[src/rtl/mod241_serial_reducer_if.sv]
// Handshake bundle for mod241_serial_reducer.
// master: operand source / residue consumer side. slave: the reducer.
interface mod241_serial_reducer_if #(
    parameter int CHUNK_W = 6
);
    logic               in_valid;
    logic               in_ready;
    logic [CHUNK_W-1:0] in_chunk;
    logic               in_last;
    logic               out_valid;
    logic               out_ready;
    logic [7:0]         out_res;
    logic               out_err;
    logic               busy;

    modport master (
        output in_valid, in_chunk, in_last, out_ready,
        input  in_ready, out_valid, out_res, out_err, busy
    );

    modport slave (
        input  in_valid, in_chunk, in_last, out_ready,
        output in_ready, out_valid, out_res, out_err, busy
    );
endinterface

[src/rtl/mod241_serial_reducer.sv]
// Serial modular reducer: consumes an operand MSB-first in CHUNK_W-bit beats
// and returns operand mod MODULUS using Horner's rule, one beat per cycle.
// Optional length check: define MOD241_LEN_CHECK_EN to limit operands to
// MAX_CHUNKS beats; longer operands are drained and flagged with out_err.
module mod241_serial_reducer #(
    parameter int MODULUS    = 241,
    parameter int CHUNK_W    = 6,
    parameter int MAX_CHUNKS = 84
) (
    input  logic                  clk,
    input  logic                  rst,
    mod241_serial_reducer_if.slave bus
);
    localparam int SUM_W = 8 + CHUNK_W;

    // Elaboration-time guard on the parameter ranges the datapath assumes.
    if (MODULUS < 2 || MODULUS > 255 || MAX_CHUNKS < 1 || CHUNK_W < 1) begin : g_param_check
        $error("mod241_serial_reducer: illegal parameter value");
    end

`ifdef MOD241_LEN_CHECK_EN
    typedef enum logic [1:0] {
        S_IDLE  = 2'd0,
        S_RUN   = 2'd1,
        S_DONE  = 2'd2,
        S_DRAIN = 2'd3
    } state_t;
`else
    typedef enum logic [1:0] {
        S_IDLE  = 2'd0,
        S_RUN   = 2'd1,
        S_DONE  = 2'd2
    } state_t;
`endif

    state_t           r_state;
    logic [7:0]       r_acc;
    logic             r_in_ready;
    logic             r_out_valid;
    logic             r_busy;

    logic [SUM_W-1:0] w_sum;
    logic [7:0]       w_next;
    logic             w_in_fire;
    logic             w_out_fire;

    // acc*2^CHUNK_W + chunk is a plain concatenation; full SUM_W width keeps
    // the largest intermediate exact before the modulo.
    assign w_sum      = {r_acc, bus.in_chunk};
    assign w_next     = 8'(w_sum % SUM_W'(MODULUS));
    assign w_in_fire  = bus.in_valid & r_in_ready;
    assign w_out_fire = r_out_valid & bus.out_ready;

`ifdef MOD241_LEN_CHECK_EN
    localparam int CNT_W = $clog2(MAX_CHUNKS + 1);

    logic [CNT_W-1:0] r_cnt;
    logic [CNT_W-1:0] w_cnt_inc;
    logic             w_hit_max;
    logic             r_err;

    // First beat of an operand always counts as one, regardless of stale cnt.
    assign w_cnt_inc = (r_state == S_IDLE) ? CNT_W'(1) : r_cnt + CNT_W'(1);
    assign w_hit_max = (w_cnt_inc == CNT_W'(MAX_CHUNKS));
    assign bus.out_err = r_err;
`else
    assign bus.out_err = 1'b0;
`endif

    assign bus.in_ready  = r_in_ready;
    assign bus.out_valid = r_out_valid;
    assign bus.out_res   = r_acc;
    assign bus.busy      = r_busy;

    // Sequencer: accumulate beats, present the residue, wait for the consumer.
    always_ff @(posedge clk) begin
        if (rst) begin
            r_state     <= S_IDLE;
            r_acc       <= '0;
            r_in_ready  <= 1'b1;
            r_out_valid <= 1'b0;
            r_busy      <= 1'b0;
`ifdef MOD241_LEN_CHECK_EN
            r_cnt       <= '0;
            r_err       <= 1'b0;
`endif
        end else begin
            case (r_state)
                S_IDLE, S_RUN: begin
                    if (w_in_fire) begin
                        r_acc  <= w_next;
                        r_busy <= 1'b1;
`ifdef MOD241_LEN_CHECK_EN
                        r_cnt  <= w_cnt_inc;
`endif
                        if (bus.in_last) begin
                            r_state     <= S_DONE;
                            r_in_ready  <= 1'b0;
                            r_out_valid <= 1'b1;
`ifdef MOD241_LEN_CHECK_EN
                        end else if (w_hit_max) begin
                            r_state <= S_DRAIN;
`endif
                        end else begin
                            r_state <= S_RUN;
                        end
                    end
                end
`ifdef MOD241_LEN_CHECK_EN
                S_DRAIN: begin
                    // acc and cnt stay frozen; beats are swallowed until the last one.
                    if (w_in_fire && bus.in_last) begin
                        r_state     <= S_DONE;
                        r_err       <= 1'b1;
                        r_in_ready  <= 1'b0;
                        r_out_valid <= 1'b1;
                    end
                end
`endif
                S_DONE: begin
                    if (w_out_fire) begin
                        r_state     <= S_IDLE;
                        r_acc       <= '0;
                        r_in_ready  <= 1'b1;
                        r_out_valid <= 1'b0;
                        r_busy      <= 1'b0;
`ifdef MOD241_LEN_CHECK_EN
                        r_cnt       <= '0;
                        r_err       <= 1'b0;
`endif
                    end
                end
                default: begin
                    r_state     <= S_IDLE;
                    r_in_ready  <= 1'b1;
                    r_out_valid <= 1'b0;
                    r_busy      <= 1'b0;
                end
            endcase
        end
    end
endmodule

[src/flat_wrapper.sv]
// flat-port wrapper written by rule: the top's interface ports become plain ports
module mod241_serial_reducer_flat 
#(
    parameter int MODULUS    = 241,
    parameter int CHUNK_W    = 6,
    parameter int MAX_CHUNKS = 84
)
  (clk, rst, bus_in_valid, bus_in_chunk, bus_in_last, bus_out_ready, bus_in_ready, bus_out_valid, bus_out_res, bus_out_err, bus_busy);
  mod241_serial_reducer_if #(.CHUNK_W(CHUNK_W)) bus_i ();
  input  logic clk;
  input  logic rst;
  input wire logic [$bits(bus_i.in_valid)-1:0] bus_in_valid;
  input wire logic [$bits(bus_i.in_chunk)-1:0] bus_in_chunk;
  input wire logic [$bits(bus_i.in_last)-1:0] bus_in_last;
  input wire logic [$bits(bus_i.out_ready)-1:0] bus_out_ready;
  output wire logic [$bits(bus_i.in_ready)-1:0] bus_in_ready;
  output wire logic [$bits(bus_i.out_valid)-1:0] bus_out_valid;
  output wire logic [$bits(bus_i.out_res)-1:0] bus_out_res;
  output wire logic [$bits(bus_i.out_err)-1:0] bus_out_err;
  output wire logic [$bits(bus_i.busy)-1:0] bus_busy;
  assign bus_i.in_valid = bus_in_valid;
  assign bus_i.in_chunk = bus_in_chunk;
  assign bus_i.in_last = bus_in_last;
  assign bus_i.out_ready = bus_out_ready;
  assign bus_in_ready = bus_i.in_ready;
  assign bus_out_valid = bus_i.out_valid;
  assign bus_out_res = bus_i.out_res;
  assign bus_out_err = bus_i.out_err;
  assign bus_busy = bus_i.busy;
  mod241_serial_reducer #(.MODULUS(MODULUS), .CHUNK_W(CHUNK_W), .MAX_CHUNKS(MAX_CHUNKS)) u_core (.clk(clk), .rst(rst), .bus(bus_i));
endmodule
[config.mk]
export PLATFORM = sky130hd
export DESIGN_NAME = mod241_serial_reducer_flat
export DESIGN_NICKNAME = d
export VERILOG_FILES = /design/src/rtl/mod241_serial_reducer_if.sv /design/src/rtl/mod241_serial_reducer.sv /design/src/flat_wrapper.sv
export SDC_FILE = /design/constraint.sdc
export NUM_CORES = 1
export LEC_CHECK = 0
export BUFFER_PORTS_ARGS = -buffer_cell sky130_fd_sc_hd__buf_2
export CAP_MARGIN = 20
export CORE_ASPECT_RATIO = 1.2
export CORE_MARGIN = 2
export CORE_UTILIZATION = 30
export DETAILED_ROUTE_END_ITERATION = 6
export MAX_ROUTING_LAYER = met4
export PLACE_DENSITY = 0.43
export RECOVER_POWER = 25
export SETUP_SLACK_MARGIN = 0.02
export SLEW_MARGIN = 10
export SYNTH_ARGS = -nofsm -noshare
export SYNTH_HDL_FRONTEND = slang
export SYNTH_SLANG_ARGS = --single-unit
[constraint.sdc]
create_clock -name clk -period 6.6 [get_ports clk]
set_input_delay 0.33 -clock clk [delete_from_list [all_inputs] [get_ports clk]]
set_output_delay 0.33 -clock clk [all_outputs]
set_load 0.01 [all_outputs]
=== Word level (Yosys, flattened, before mapping) ===
Index checks and enable logic that the tools add are counted.

* Div/mod/pow operators: 1
* Shift operators: 0
* Reduce and logical (&&, ||, !) cells: 6
* Add/subtract/negate cells: 0
* Bitwise gates (word level): 2
* Mux-type cells: 17
* $mul: 0
* Equal/unequal tests: 5
* Order comparisons: 0

{| class="wikitable"
|+ Operator list
! kind !! number
|-
| $mux 8 || 2
|-
| $pmux 8 s2 || 1
|-
| $mod 14x8->14 const B || 1
|-
| $mux 1 || 7
|-
| $mux 2 || 3
|-
| $pmux 1 s2 || 3
|-
| $reduce_and 3->1 || 2
|-
| $ne 2x1->1 const B || 2
|-
| $pmux 2 s2 || 1
|-
| $and 1x1->1 || 2
|-
| $eq 2x1->1 const B || 1
|-
| $eq 2x2->1 const B || 1
|-
| $logic_not 2->1 || 1
|-
| $ne 2x2->1 const B || 1
|-
| $reduce_and 2->1 || 1
|-
| $reduce_bool 2->1 || 1
|-
| $reduce_or 2->1 || 1
|}

* Word-level logic and storage cells: 36
* Input port bits: 11
* ROM bits: 0
* Output and inout bits: 12
* RAM bits: 0
* Memories kept: 0
* Bits in latches: 0
* Register bits after elaboration: 13

=== Depth between registers and ports, before layout ===
Gate-level depths: netlist (run 1).

* Depth in word-level cells: 4
* Mapped depth: 26
* Gate-level depth less buffers: 22

=== Least setup slack after synthesis (run 1) ===
No wires, ideal clock.

* Path type: reg2reg
* Start: register u_core.r_acc[3] (netlist: u_core.bus.out_res[3])
* End: register u_core.r_acc[5] (netlist: u_core.bus.out_res[5])
* Required time: 6483 ps
* Path buffers: 4
* Clock period less this slack: 5856 ps
* Arrival: 5739 ps
* Setup slack: 744 ps
* Setup time: 117 ps
* Stages on the path, launching flop included: 27
* Cell sequence: dfxtp_1 -> buf_2 -> and4_1 -> o32ai_1 -> or4_1 -> buf_2 -> a2bb2oi_1 -> a221o_1 -> or3_1 -> buf_2 -> o311a_4 -> o211ai_4 -> a31oi_4 -> o21ai_0 -> inv_1 -> ha_1 -> inv_1 -> a31o_2 -> a21oi_4 -> xnor2_1 -> ha_1 -> nor2b_1 -> a311oi_2 -> nand4bb_1 -> buf_2 -> a211o_1 -> a22o_1

* Word-level cells in the longest chain between the ends: 3

{| class="wikitable"
|+ Ends and longest elaborated chain
! element !! RTL line !! source
|-
| start, declared || mod241_serial_reducer.sv:37 || <nowiki>logic [7:0] r_acc;</nowiki>
|-
| start signal, assigned || mod241_serial_reducer.sv:91 || <nowiki>r_acc <= w_next;</nowiki>
|-
| $mod 14x8->14 || mod241_serial_reducer.sv:50 || <nowiki>assign w_next = 8'(w_sum % SUM_W'(MODULUS));</nowiki>
|-
| $mux 8 || mod241_serial_reducer.sv:90 || <nowiki>if (w_in_fire) begin</nowiki>
|-
| $pmux 8 s2 || mod241_serial_reducer.sv:88 || <nowiki>case (r_state)</nowiki>
|}

No other way between the ends. The select of a mux whose other input is x is not followed.
A chain may end at the register's enable or synchronous reset.

=== Worst setup path in the final report (run 1) ===
* Start: register u_core.r_acc[0] (netlist: u_core.bus.out_res[0])
* End: register u_core.r_acc[5] (netlist: u_core.bus.out_res[5])

Same word-level chain as after synthesis.

==> summary.txt, run 1 <==
Clocking
  – Root buffer cell: clkbuf_8
  – Total CTS buffers: 3
  – CTS tree: yes
  – Clock-pin slew on the worst setup and hold paths: 60 ps
  – Maximum clock insertion buffer count: 2
  – Worst-Skew Late Latency: 240 ps
  – Hold-fix buffers, CTS: 0
  – H-tree depth: 1
  – Sink Count: 13

Placed design
  – PortBufs: 21
  – Hpwl dp: 6360 um
  – Placed Cells: 494
  – GPL Wtd Cong: 0.879
  – Area post-placement: 2810 um^2

Power
  – Leakage power: 1.02 nW
  – Clk pwr share: 4.7%
  – Int Pwr: 0.000668 W
  – Switching Fraction: 56.4%
  – Sequential share of power: 12.4%
  – Psw: 0.000863 W
  – Pwr Density: 528 nW/um^2
  – Power share of the combinational group: 82.9%
  – Worst VDD drop: 143 uV

Timing
  – Finish-stage setup viols: 0
  – Post-route clock period utilization: 95.1%
  – Final hold vios: 0
  – RSZ-0062 raised after global routing: no
  – Worst Tran Pin Value: 730 ps
  – Setup TNS: 0 ps
  – Slew Viols, Final: 0
  – FMAX: 159 MHz
  – Crit path time final: 6280 ps
  – Skew final: 2.29 ps
  – Slew margin rel.: 51.3%

Final layout
  – Core Util, Final: 35.4%
  – Final non-filler cell total: 498
  – Final Net Count: 400
  – Filler cell count in the final layout: 898
  – Final instance area: 2900 um^2
  – Antenna cells: 0
  – Share of layout cells above drive strength 1: 19.8%
  – Area growth from synthesis to layout: 14.0%

Die
  – Initial core utilization: 31.0%
  – Rows: 36
  – Core area: 8200 um^2
  – Die width: 88.0 um
  – Die Ht: 105 um
  – Die area: 9230 um^2
  – Io pins: 23

Min path
  – HP Class: primary input to flop

Global routing
  – Gr ovfl total: 0
  – Initial antenna violation count: 0
  – Pin count of the biggest net entering global routing: 16
  – First-pass GRT wire length: 13,100 um
  – Tot GR Track Use: 17.7%
  – Vias in the first global route: 2,714

Detailed routing
  – DR iter-0 viols: 158
  – Vias per Instance: 5.87
  – WL final: 8080 um
  – Post-DRT Antenna Nets: 0
  – Routed len/inst: 16.2 um
  – Pre-antenna DRT Iters: 4
  – Via count: 2,922
  – Drt drc: 0

Worst setup path
  – Max incr delay on CP: 660 ps
  – Crit-path max FO: 15
  – CP Capture Type: flop
  – Worst EP arrival: 6410 ps
  – WP buf/inv: 1
  – Crit-path leading delay family: compound AO/OA/AOI/OAI gates
  – Critical Path RT: 6730 ps
  – Startpoint types: flop
  – CP max stage cell: or4_1
  – Critical Path, Cell by Cell: nor4_4, o32ai_1, or4_1, a2bb2oi_1, a221o_1, or3_1, o311a_4, o211ai_4, a31oi_4, buf_4, or3_4, a31o_2, a21oi_4, xnor2_2, ha_1, nor2b_1, a311oi_2, nand4bb_1, a211o_1, a22o_1
  – Reg-to-reg slack, setup: 320 ps
  – Critical path type: flop to flop

Logic synthesis
  – Synthesized area: 2540 um^2
  – Post-synth top area share: 10.2%
  – Asr flop ratio synth: 0%
  – Avg Synthesized Cell Area: 6.97 um^2
  – Synthesized Nets: 380
  – Yosys synthesis warning count: 0
  – Sequential share of the synthesized area: 10.2%
  – Synth top area cells: dfxtp_1 (10%), nor2_1 (5.0%), a21oi_1 (4.7%), nand2_1 (4.4%), o21ai_0 (4.3%)
  – Cell taking the most area after synthesis: dfxtp_1
  – Most used DFF post-synth: dfxtp_1
  – Yosys reg bits: 13
  – Netlist cell types: 81
  – Leading cell types by count after synthesis: nor2_1 (34), nand2_1 (30), a21oi_1 (24)
  – Count leader, synth: nor2_1
  – Cells after Synth: 365
  – Post-synth EDFFs: 0

Flow run
  – Max Cap Viol: 0

Outcome
  – Outcome: finished clean
==> power groups by stage <==
stage,registers [W],clock network (W),logic [W]
final,0.000190,0.0000719,0.00127
after global routing,0.000197,0.0000771,0.00139
after CTS,0.000183,0.0000740,0.00124
after floorplan,0.000138,0,0.000965
after global placement,0.000182,0,0.00125
after detailed placement,0.000184,0,0.00123
==> layer usage <==
layer | routed length (um) | track usage (%) | up-vias
met1 | 3720 | 23.0 | 1371
met5 | 0 | - | -
met2 | 3830 | 28.8 | 74
met4 | 284 | 5.74 | 0
met3 | 238 | 1.50 | 23
li1 | - | - | 1454
==> through the flow <==
step	setup slack, ps	total power (W)	hold WS, ps
after global routing	85.6	0.00166	350
after global placement	82.0	0.00143	443
after CTS	143	0.00150	340
after detailed placement	-87.3	0.00141	455
after floorplan	744	0.00110	481
final	325	0.00153	339
==> registers in the layout, summed over array words and instances, names as in the netlist <==
signal and cells:
u_core.bus.out_valid 1, u_core.bus.busy 1, u_core.r_state 2, u_core.bus.in_ready 1, u_core.bus.out_res 8
==> timing repair <==
| action | in CTS | in global routing |
|---|---|---|
| endpoints found under the setup margin | 5 | 7 |
| pin swaps | 0 | 0 |
| hold endpoints to repair | 0 | 0 |
| setup buffers | 0 | 0 |
| gates resized for setup | 2 | 13 |
==> cells by family (layout without fill, tap and decap cells) <==
kind of cell    Yosys count  count (layout)  synth area share, %
fa+ha+maj                 4               4                 1.97
xor+xnor                 10              10                 3.45
other cells               1               1                0.147
buf+inv                  31              50                 5.12
simple gates            169             169                 37.0
mux                       7               7                 2.90
compound gates          130             130                 39.2
flops                    13              13                 10.2
==> cell usage in the layout, fill, tap and decap left out, types with 9 or more instances in the layout <==
cell type,n
nor2_1,34
nor3_1,13
o21ai_0,21
o211ai_1,9
buf_2,18
nand2_1,30
nand2b_1,10
nand3_1,18
inv_1,10
a21oi_1,24
buf_4,15
==> final cells by class <==
cell class / instances / area (um^2) / area share [%]
multi-input combinational: 321 / 2190 / 75.6
sequential: 13 / 269 / 9.28
timing repair buffer: 36 / 214 / 7.38
clock buffer: 4 / 45.0 / 1.55
inverter: 10 / 37.5 / 1.29
tap: 114 / 143 / 4.92
==> final timing paths <==
path / start / to / cells after the start
max: u_core.bus.out_res[0] / u_core.bus.out_res[5] / 20
min: rst / u_core.r_state[1] / 2
max reg2reg: u_core.bus.out_res[0] / u_core.bus.out_res[5] / 20
min reg2reg: u_core.bus.busy / u_core.bus.busy / 2
==> worst reg2reg max path, cell delays in order, from the launching register on <==
cell and delay (ps):
dfxtp_2 400, nor4_4 410, o32ai_1 150, or4_1 660, a2bb2oi_1 190, a221o_1 370
or3_1 440, o311a_4 370, o211ai_4 230, a31oi_4 120, buf_4 190, or3_4 390
a31o_2 250, a21oi_4 270, xnor2_2 150, ha_1 260, nor2b_1 170, a311oi_2 340
nand4bb_1 260, a211o_1 320, a22o_1 220
No activity file was read; power rests on OpenSTA's default activity.
==> run 2: changes to the inputs <==
--- a/config.mk
+++ b/config.mk
@@ -7,7 +7,6 @@
 export LEC_CHECK = 0
 export BUFFER_PORTS_ARGS = -buffer_cell sky130_fd_sc_hd__buf_2
 export CAP_MARGIN = 20
-export CORE_ASPECT_RATIO = 1.2
 export CORE_MARGIN = 2
 export CORE_UTILIZATION = 30
 export DETAILED_ROUTE_END_ITERATION = 6
==> summary.txt, run 2 (synthesis gave the netlist of run 1 again) <==
Global routing
  – Initial antenna violation count: 0 (unchanged)
  – Tot GR Track Use: 18.0% (+0.27 points)
  – GRT Max-Usage Layer: met2
  – Gr ovfl total: 0 (unchanged)
  – First-pass GRT wire length: 13,000 um (-1.3%)
  – Met1 Use GR: 24.8% (+1.8 points)
  – Vias in the first global route: 2,626 (-3.2%)
  – GR Layer Usage met2: 28.8% (about the same)
  – Met3 usage: 1.02% (-0.48 points)
  – Pin count of the biggest net entering global routing: 16 (unchanged)

Clocking
  – Maximum clock insertion buffer count: 2 (unchanged)
  – Post-CTS Resized: 0 (-2)
  – Clock-pin slew on the worst setup and hold paths: 60 ps (about the same)
  – Sink Count: 13 (unchanged)
  – Setup Buffers After CTS: 0 (unchanged)
  – Worst-Skew Late Latency: 250 ps (about the same)
  – Root buffer cell: clkbuf_8
  – H-tree depth: 1 (unchanged)
  – CTS tree: yes
  – Hold-fix buffers, CTS: 0 (unchanged)
  – Total CTS buffers: 3 (unchanged)

Timing
  – FMAX: 161 MHz (+0.99%)
  – Skew final: 5.84 ps (+3.55 ps)
  – Slew Viols, Final: 0 (unchanged)
  – Slew margin rel.: 47.3% (-4.1 points)
  – RSZ-0062 raised after global routing: no
  – Worst setup margin: 387 ps (+61.7 ps)
  – Crit path time final: 6210 ps (-61.7 ps)
  – Finish-stage setup viols: 0 (unchanged)
  – Post-route clock period utilization: 94.1% (-0.93 points)
  – Final hold vios: 0 (unchanged)
  – Setup TNS: 0 ps (unchanged)
  – Worst Tran Pin Value: 791 ps (+61.0 ps)

Die
  – Io pins: 23 (unchanged)
  – Die area: 9230 um^2 (about the same)
  – Die Ht: 96.1 um (-8.4%)
  – Rows: 33 (-8.3%)
  – Initial core utilization: 30.9% (-0.071 points)
  – Core area: 8220 um^2 (+0.23%)
  – Die width: 96.1 um (+9.1%)

Placed design
  – Pre-CTS WS: 151 ps (+238 ps)
  – Hpwl dp: 6250 um (-1.7%)
  – GPL Wtd Cong: 0.844 (-3.9%)
  – PortBufs: 21 (unchanged)
  – Area post-placement: 2780 um^2 (-0.94%)

Worst setup path
  – Critical Path RT: 6740 ps (about the same)
  – Crit path from: u_core.bus.out_res[3]
  – Crit-path max FO: 9 (-6)
  – Max incr delay on CP: 650 ps (about the same)
  – Critical Path, Cell by Cell: nor4_4, o32ai_1, or4_1, a2bb2oi_1, a221o_1, or3_1, o311a_4, o211ai_4, a31oi_4, buf_4, or3_4, a31o_2, a21oi_4, xnor2_1, ha_1, nor2b_1, a311oi_2, nand4bb_1, a211o_1, a22o_1
  – Crit-path leading delay family: compound AO/OA/AOI/OAI gates
  – Startpoint types: flop
  – CP max stage cell: or4_1
  – WP buf/inv: 1 (unchanged)
  – RR Startpoint: u_core.bus.out_res[3]
  – Worst EP arrival: 6360 ps (-50 ps)
  – Critical path type: flop to flop
  – CP Capture Type: flop

Final layout
  – Final instance area: 2860 um^2 (-1.5%)
  – Final Net Count: 398 (-0.50%)
  – Share of layout cells above drive strength 1: 18.1% (-1.7 points)
  – Commonest non-fill, non-tap cell in the layout: nor2_1
  – Antenna cells: 0 (unchanged)
  – Area growth from synthesis to layout: 12.3%
  – Most frequent cells in the layout: nor2_1 (34), nand2_1 (30), a21oi_1 (24)
  – Max reg flops: 8 (unchanged)
  – Filler cell count in the final layout: 906 (+0.89%)

Min path
  – HP Class: primary input to flop
  – Hold Startpoint: rst

Flow run
  – Max Cap Viol: 0 (unchanged)

Detailed routing
  – Drt drc: 0 (unchanged)
  – Post-DRT Antenna Nets: 0 (unchanged)
  – Via count: 2,853 (-2.4%)
  – Pre-antenna DRT Iters: 4 (unchanged)
  – WL final: 7820 um (-3.1%)
  – DR iter-0 viols: 143 (-9.5%)
  – Vias per Instance: 5.86 (-0.16%)
  – Routed len/inst: 16.1 um (-0.96%)

Power
  – Pwr Density: 525 nW/um^2 (-0.61%)
  – Worst VDD drop: 168 uV (+18%)
  – Leakage power: 1.01 nW (-1.5%)

Outcome
  – Outcome: finished clean
-- run 2: report_power, final --
group,internal [W],switching (W)
Combinational,0.000505,0.000745
Clock,0.0000418,0.0000312
Sequential,0.000106,0.0000696
Total,0.000653,0.000845
-- run 2: final cells by class --
class	count	area, um^2	area share [%]
Clock buffer	3	41.3	1.45
Multi-Input combinational cell	321	2180	76.2
Inverter	10	37.5	1.31
Timing Repair Buffer	34	199	6.97
Sequential cell	13	264	9.25
Tap cell	105	131	4.60
Clock inverter	1	5.00	0.175
-- run 2: layer usage --
metal	wire (um)	share of wire [%]	vias to the layer above
met5	0	0	-
met4	129	1.6	0
met3	252	3.2	14
met2	3610	46	63
met1	3830	49	1326
li1	-	-	1450
-- run 2: worst paths after layout --
path | end | slack, ps | cells past startpoint
max | u_core.bus.out_res[5] | 390 | 20
min | u_core.bus.busy | 340 | 2
min reg2reg | u_core.bus.busy | 460 | 2
max reg2reg | u_core.bus.out_res[5] | 390 | 20
-- run 2: stage by stage --
step	hold WS, ps	power, W	util, %	cells
global route	354	0.00165	34.7	487
detailed placement	448	0.00140	33.9	483
floorplan	481	0.00110	-	365
CTS	343	0.00148	34.4	487
global placement	448	0.00141	33.9	483
finish	338	0.00150	34.7	487
==> run 3: changes to the inputs <==
--- a/config.mk
+++ b/config.mk
@@ -11,7 +11,7 @@
 export CORE_UTILIZATION = 30
 export DETAILED_ROUTE_END_ITERATION = 6
 export MAX_ROUTING_LAYER = met4
-export PLACE_DENSITY = 0.43
+export PLACE_DENSITY = 0.45
 export RECOVER_POWER = 25
 export SETUP_SLACK_MARGIN = 0.02
 export SLEW_MARGIN = 10
==> constraint.sdc (replaced) <==
create_clock -name clk -period 5 [get_ports clk]
set_input_delay 0.25 -clock clk [delete_from_list [all_inputs] [get_ports clk]]
set_output_delay 0.25 -clock clk [all_outputs]
set_load 0.01 [all_outputs]
==> summary.txt, run 3 (synthesis gave the netlist of run 1 again) <==
Die
  – Rows: 33 (unchanged)
  – Die width: 96.1 um (unchanged)
  – Die Ht: 96.1 um (unchanged)
  – Initial core utilization: 30.9% (unchanged)
  – Die area: 9230 um^2 (unchanged)
  – Io pins: 23 (unchanged)
  – Core area: 8220 um^2 (unchanged)

Worst setup path
  – Worst EP arrival: 5420 ps (-940 ps)
  – Critical path type: flop to flop
  – Most used cell, CP: a311oi_2
  – CP Capture Type: flop
  – Critical Path, Cell by Cell: or4_4, a31oi_2, o211ai_1, a21o_1, buf_4, a311oi_2, nand2_1, o311a_4, o211ai_4, a31oi_4, or3_4, a31o_4, a21oi_4, xnor2_2, ha_2, nor2b_4, a311oi_2, nand4bb_1, a211o_1, a22o_1
  – Crit-path max FO: 7 (-2)
  – Critical Path RT: 5130 ps (-1610 ps)
  – Max incr delay on CP: 580 ps (-70 ps)
  – Startpoint types: flop
  – CP max stage cell: or4_4

Detailed routing
  – Pre-antenna DRT Iters: 5 (+1)
  – Via count: 3,343 (+17%)
  – WL final: 8950 um (+14%)
  – Routed len/inst: 14.8 um (-7.8%)
  – Drt drc: 0 (unchanged)
  – Post-DRT Antenna Nets: 0 (unchanged)
  – Vias per Instance: 5.53 (-5.5%)
  – DR iter-0 viols: 123 (-14%)

Clocking
  – Clock-pin slew on the worst setup and hold paths: 60 ps (about the same)
  – H-tree depth: 1 (unchanged)
  – Hold-fix buffers, CTS: 0 (unchanged)
  – Total CTS buffers: 3 (unchanged)
  – Root buffer cell: clkbuf_8
  – Maximum clock insertion buffer count: 2 (unchanged)
  – Worst-Skew Late Latency: 240 ps (about the same)
  – CTS tree: yes
  – Sink Count: 13 (unchanged)

Global routing
  – Vias in the first global route: 3,221 (+23%)
  – Tot GR Track Use: 20.3% (+2.3 points)
  – Gr ovfl total: 0 (unchanged)
  – Pin count of the biggest net entering global routing: 15 (-1)
  – First-pass GRT wire length: 14,900 um (+15%)
  – Initial antenna violation count: 0 (unchanged)

Placed design
  – GPL Wtd Cong: 0.870 (+3.1%)
  – Hpwl dp: 7110 um (+14%)
  – Pre-CTS WS: -485 ps (-635 ps)
  – PortBufs: 21 (unchanged)

Power
  – Pwr Density: 703 nW/um^2 (+34%)
  – Leakage power: 1.61 nW (+60%)
  – Worst VDD drop: 257 uV (+53%)
  – Total power: 0.00280 W (+87%)

Outcome
  – Failing checks: negative setup slack
  – Outcome: finished with violations

Timing
  – Worst Tran Pin Value: 657 ps (-134 ps)
  – Crit path time final: 5290 ps (-928 ps)
  – Post-route clock period utilization: 106% (+12 points)
  – Skew final: 2.07 ps (-3.77 ps)
  – FMAX: 189 MHz (+18%)
  – Hold Slack: 279 ps (-59.0 ps)
  – Final hold vios: 0 (unchanged)
  – Slew Viols, Final: 0 (unchanged)
  – Worst setup margin: -286 ps (-672 ps)
  – Slew margin rel.: 56.2% (+8.9 points)
  – Finish-stage setup viols: 8 (+8)
  – RSZ-0062 raised after global routing: yes

Final layout
  – Final Net Count: 515 (+29%)
  – Filler cell count in the final layout: 846 (-6.6%)
  – Area growth from synthesis to layout: 56.5%
  – Commonest non-fill, non-tap cell in the layout: buf_4
  – Antenna cells: 0 (unchanged)
  – Max reg flops: 8 (unchanged)
  – Most frequent cells in the layout: buf_4 (128), nor2_1 (33), nand2_1 (29)
  – Share of layout cells above drive strength 1: 45.1% (+27 points)

Min path
  – HP Class: primary input to flop

Flow run
  – Max Cap Viol: 0 (unchanged)
-- run 3: cell types whose count changed in the layout (fill, tap and decap cells not counted), sizes merged --
cell,before,now
clkinv,1,0
clkbuf,6,7
buf,31,148
-- run 3: worst max-delay path, delay by kind of cell (launching register included) --
family                   cells  cell delay (ps)
XOR/XNOR                     1              120
flip-flops                   1              370
AO/OA/AOI/OAI               12             2920
AND/OR/NAND/NOR              5             1390
adder cells (fa/ha/maj)      1              200
buffers and inverters        1              170
-- run 3: where the power goes --
| part | switching [W] | internal [W] |
|---|---|---|
| Clock | 0.0000367 | 0.0000562 |
| Sequential | 0.0000572 | 0.000145 |
| Combinational | 0.00125 | 0.00125 |
| Total | 0.00134 | 0.00145 |
-- run 3: final cells by class --
class | instances | area [um^2] | area share (%)
clock buffer | 4 | 45.0 | 1.13
multi-input combinational | 321 | 2410 | 60.5
timing repair buffer | 151 | 1080 | 27.3
inverter | 10 | 37.5 | 0.943
tap | 105 | 131 | 3.30
sequential | 13 | 274 | 6.89
-- run 3: final timing paths --
kind,start,to,slack [ps],cells past startpoint
worst max-delay path,u_core.bus.out_res[0],u_core.bus.out_res[5],-290,20
worst min-delay path,rst,u_core.bus.busy,280,2
worst max register to register,u_core.bus.out_res[0],u_core.bus.out_res[5],-290,20
worst min register to register,u_core.bus.busy,u_core.bus.busy,450,2
-- run 3: per-layer routing --
| layer | share of wire (%) | GRT usage [%] |
|---|---|---|
| met1 | 47 | 26.4 |
| met2 | 49 | 34.7 |
| met5 | 0 | - |
| met3 | 2.7 | 0.861 |
| met4 | 1.6 | 4.64 |
-- run 3: per-stage QoR --
step | instance area (um^2) | cells | TNS [ps] | util (%)
floorplan | 2620 | 365 | -1930 | -
finish | 3980 | 604 | -1450 | 48.4
global route | 3980 | 604 | -3300 | 48.4
detailed placement | 3630 | 587 | -2970 | 44.1
global placement | 3630 | 587 | -2770 | 44.1
CTS | 3840 | 600 | -1250 | 46.7
-- run 3: timing repair --
item	4_1_cts	5_1_grt
endpoints found under the setup margin	8	8
setup buffers	9	4
gates cloned	0	0
resized for setup	24	24
pin swaps	14	11
